## src/rtl/rr_arbiter_8.sv

```systemverilog
// Eight-way round-robin arbiter with a bounded grant tenure.
// Each tenure ends after one bubble cycle; MAX_HOLD expiry pulses timeout.
module rr_arbiter_8 #(
    parameter int MAX_HOLD = 8
) (
    input  logic       clk,
    input  logic       rst,
    input  logic [7:0] req,
    output logic [7:0] gnt,
    output logic [2:0] gnt_idx,
    output logic       gnt_valid,
    output logic       timeout
);

    typedef enum logic {
        IDLE  = 1'b0,
        GRANT = 1'b1
    } state_t;

    localparam logic [3:0] MAX_H = 4'(MAX_HOLD);

    state_t     state_q, state_d;
    logic [2:0] ptr_q, ptr_d;
    logic [2:0] idx_q, idx_d;
    logic [3:0] hold_cnt_q, hold_cnt_d;
    logic [7:0] gnt_q, gnt_d;
    logic       timeout_q, timeout_d;

    logic [2:0] win_idx;
    logic       win_found;
    logic [2:0] cand;

    // Rotating search: first asserted request at ptr, ptr+1, ... mod 8.
    always_comb begin
        win_idx   = '0;
        win_found = 1'b0;
        cand      = '0;
        for (int i = 0; i < 8; i++) begin
            cand = ptr_q + 3'(i);
            if (!win_found && req[cand]) begin
                win_idx   = cand;
                win_found = 1'b1;
            end
        end
    end

    // Tenure control: grant on any request, end on drop or hold expiry.
    always_comb begin
        state_d    = state_q;
        ptr_d      = ptr_q;
        idx_d      = idx_q;
        hold_cnt_d = hold_cnt_q;
        timeout_d  = 1'b0;
        unique case (state_q)
            IDLE: begin
                if (win_found) begin
                    state_d    = GRANT;
                    idx_d      = win_idx;
                    hold_cnt_d = 4'd1;
                end
            end
            GRANT: begin
                if (!req[idx_q]) begin
                    state_d    = IDLE;
                    ptr_d      = idx_q + 3'd1;
                    idx_d      = '0;
                    hold_cnt_d = '0;
                end else if (hold_cnt_q >= MAX_H) begin
                    state_d    = IDLE;
                    ptr_d      = idx_q + 3'd1;
                    idx_d      = '0;
                    hold_cnt_d = '0;
                    timeout_d  = 1'b1;
                end else begin
                    hold_cnt_d = hold_cnt_q + 4'd1;
                end
            end
        endcase
        gnt_d = (state_d == GRANT) ? (8'd1 << idx_d) : 8'd0;
    end

    // State and registered outputs; reset clears everything at once.
    always_ff @(posedge clk or posedge rst) begin
        if (rst) begin
            state_q    <= IDLE;
            ptr_q      <= '0;
            idx_q      <= '0;
            hold_cnt_q <= '0;
            gnt_q      <= '0;
            timeout_q  <= 1'b0;
        end else begin
            state_q    <= state_d;
            ptr_q      <= ptr_d;
            idx_q      <= idx_d;
            hold_cnt_q <= hold_cnt_d;
            gnt_q      <= gnt_d;
            timeout_q  <= timeout_d;
        end
    end

    assign gnt       = gnt_q;
    assign gnt_idx   = idx_q;
    assign gnt_valid = (state_q == GRANT);
    assign timeout   = timeout_q;

endmodule
```

## config.mk

```make
export PLATFORM = sky130hd
export DESIGN_NAME = rr_arbiter_8
export DESIGN_NICKNAME = d
export VERILOG_FILES = /design/src/rtl/rr_arbiter_8.sv
export SDC_FILE = /design/constraint.sdc
export NUM_CORES = 1
export LEC_CHECK = 0
export ABC_AREA = 1
export BUFFER_PORTS_ARGS = -buffer_cell sky130_fd_sc_hd__buf_2
export CAP_MARGIN = 20
export CORE_ASPECT_RATIO = 1.25
export CORE_MARGIN = 1
export CORE_UTILIZATION = 25
export DETAILED_ROUTE_END_ITERATION = 7
export PLACE_DENSITY = 0.39
export SKIP_CTS_REPAIR_TIMING = 1
export SYNTH_ARGS = -nofsm -noshare
export SYNTH_HDL_FRONTEND = slang
export SYNTH_SLANG_ARGS = --single-unit
```

## constraint.sdc

```tcl
create_clock -name clk -period 3.2 [get_ports clk]
set_clock_uncertainty 0.05 [all_clocks]
set_input_delay 0.48 -clock clk [delete_from_list [all_inputs] [get_ports clk]]
set_output_delay 0.48 -clock clk [all_outputs]
set_load 0.03 [all_outputs]
```

==> flow_metrics.env <==
export IMPL_drv_slew=0
export IMPL_clock_root_buffer="clkbuf_8"
export IMPL_critPathRequiredTime_ns=3.29
export IMPL_rrSetupSlack_ns=0.52
export IMPL_regToRegEndpoint="gnt[5]"
export IMPL_cp_start_kind="flip-flop"
export IMPL_vias=1615
export IMPL_setup_worst_path_start="ptr_q[0]"
export IMPL_yosysTopAreaCell="dfrtp_1"
export IMPL_slew_headroom_pct=48.28
export IMPL_first_global_vias=1659
export IMPL_post_dp_cell_area_mm2=0.001951
export IMPL_syn_num_nets=257
export IMPL_fin_crit_ns=2.676
export IMPL_synth_top_area_share_pct=28.27
export IMPL_critPathBufInv=2
export IMPL_die_y_um=96.09
export IMPL_initial_core_util_pct=26.47
export IMPL_outcome="finished, final reports clean"
export IMPL_synthArstFlopShare_pct=100.0
export IMPL_fmax_mhz=373.7
export IMPL_ys_ff_latch=20
export IMPL_yosysMostFrequentCell="nand2_1"
export IMPL_crit_path_end_kind="flip-flop"
export IMPL_synthToLayoutAreaGrowth_pct=14.20
export IMPL_chipWidth_um=77.27
export IMPL_critPathSlowestCell="dfrtp_1"
export IMPL_grt_remaining_overflow=0
export IMPL_synthCells=242
export IMPL_dp_hpwl_um=3976
export IMPL_final_nets=282
export IMPL_core_mm2=0.006689
export IMPL_synth_edff_count=0
export IMPL_pin_count=23
export IMPL_drc=0
export IMPL_final_hold_violation_count=0
export IMPL_avgSynthCellArea_um2=7.316
export IMPL_diodes=0
export IMPL_clk_pin_slew_ns=0.08
export IMPL_netlist_area_mm2=0.001770
export IMPL_worstPathArrival_ns=2.77
export IMPL_antenna_found_initial=0
export IMPL_grt_first_pass_wirelength_um=8031
export IMPL_synth_distinct_cells=33
export IMPL_cts_buffers=3
export IMPL_drv_cap=0
export IMPL_fillCellCount=750
export IMPL_dieArea_mm2=0.007424
export IMPL_drt_iter0_drc=117
export IMPL_grt_max_degree=21
export IMPL_finalInstanceArea_mm2=0.002022
export IMPL_synth_area_top_cells="dfrtp_1 28%, nand2_1 14%, nand3_1 8.5%, nand3_2 6.2%, inv_1 5.9%"
export IMPL_finalSetupViolCount=0
export IMPL_fin_tns_setup_ns=0
export IMPL_numPortBuffers=22
export IMPL_wl_per_cell_um=13.50
export IMPL_ctsHtreeMaxLevel=1
export IMPL_ys_seq_area_share_pct=28.27
export IMPL_ys_top_cells_by_count="64 x nand2_1, 30 x nand3_1, 28 x inv_1"
export IMPL_cts_sinks=20
export IMPL_yosysWarnings=0
export IMPL_fp_row_count=33
export IMPL_finalCritPeriodShare_pct=83.62
export IMPL_critPathKind="reg2reg"
export IMPL_clock_path_buffers=2
export IMPL_synthFlopType="dfrtp_1"
export IMPL_wl_um=4764
export IMPL_path_cells="inv_2 -> ha_1 -> inv_1 -> nand3_1 -> nand3_2 -> nand2_2 -> nor2_4 -> nand4_4 -> nor2_4 -> nand3_2 -> nand2_2 -> nor2_1 -> a21boi_2 -> nor2_1"
export IMPL_reg2reg_from="ptr_q[0]"
export IMPL_clk_insertion_delay_late_ns=0.26
export IMPL_hp_class="in2async"
export IMPL_vias_per_cell=4.575
export IMPL_crit_end="gnt[5]"
export IMPL_crit_fanout=10
export IMPL_rsz0062_at_grt="no"
export IMPL_track_usage_pct=13.95
export IMPL_cp_num_cells=14
export IMPL_layout_drive_gt1_share_pct=24.44
export IMPL_drt_first_pass_iters=4
export IMPL_r2r_cells=14
export IMPL_slowest_delay_ns=0.39
export IMPL_cts_tree="done"
export IMPL_ant_nets=0
export IMPL_worst_pin_slew_ns=0.7749
export IMPL_place_congestion=0.8075
export IMPL_crit_family="simple AND/OR/NAND/NOR gates"
==> cells in the final DEF, fill, tap and decap left out, types with 2 or more instances in the layout <==
cell type	synthesis	final
clkbuf_8	0	3
nand3_2	11	11
nor2_1	22	22
nor2_4	3	3
nand4_1	6	6
nor2_2	2	2
nand3_1	30	30
inv_1	28	28
xor2_4	2	2
o22ai_1	4	4
o21ai_2	2	2
ha_1	5	5
inv_2	2	2
buf_4	1	3
a21oi_1	4	4
nand2_1	64	64
xnor2_1	2	2
nand2_2	9	9
buf_2	0	22
dfrtp_1	20	20
o21ai_0	9	9
==> kinds of logic (layout without fill, tap and decap cells) <==
kind of cell | after synthesis | after routing | share of synthesized area [%]
adders and majority gates | 5 | 5 | 3.534
AOI/OAI and AO/OA | 25 | 25 | 8.975
DFF | 20 | 20 | 28.27
buffers and inverters | 36 | 60 | 10.18
and+or+nand+nor | 151 | 151 | 43.39
xor gates and xnor gates | 5 | 5 | 5.654
==> final cells by class <==
cell class                      instances  area, um2  share of cell area, %
Sequential cell                        20      500.5                  24.75
Timing Repair Buffer                   25      132.6                  6.559
Clock buffer                            3      41.29                  2.042
Multi-Input combinational cell        186       1090                  53.90
Tap cell                               87      108.9                  5.384
Clock inverter                          1      30.03                  1.485
Inverter                               31      118.9                  5.879
==> registers in the layout, indices dropped and copies added (netlist names) <==
signal,cells
gnt,8
timeout,1
hold_cnt_q,4
gnt_valid,1
gnt_idx,3
ptr_q,3
==> stage by stage <==
| stage | std cells | util, % | hold slack [ns] | setup WS (ns) |
|---|---|---|---|---|
| 3_5_place_dp | 349 | 29.16 | 0.4849 | 0.4954 |
| 4_1_cts | 353 | 30.23 | 0.3320 | 0.4819 |
| 5_1_grt | 353 | 30.23 | 0.3601 | 0.2177 |
| 6_report | 353 | 30.23 | 0.2967 | 0.5243 |
| 2_1_floorplan | 242 | - | 0.3938 | 0.8102 |
| 3_3_place_gp | 349 | 29.16 | 0.4841 | 0.4873 |
==> worst min path at each step <==
stage | to | cells after the start | from
after floorplan | gnt[0] | 1 | rst
after global placement | hold_cnt_q[2] | 1 | hold_cnt_q[2]
after detailed placement | hold_cnt_q[2] | 1 | hold_cnt_q[2]
after CTS | gnt[2] | 2 | rst
after global routing | gnt[2] | 2 | rst
final | gnt[2] | 2 | rst
==> per-layer routing <==
metal	vias to the layer above	wire, um	part of all wire (%)	GRT usage (%)
met5	-	0	0	0
met1	738	2028	43	15.25
met3	11	103	2.2	0.8531
li1	839	-	-	-
met2	27	2497	52	26.99
met4	0	134	2.8	7.390
Power is left out: the tool's default activity adds up to more than one toggle a clock period on the data nets, which glitch-free logic cannot reach.
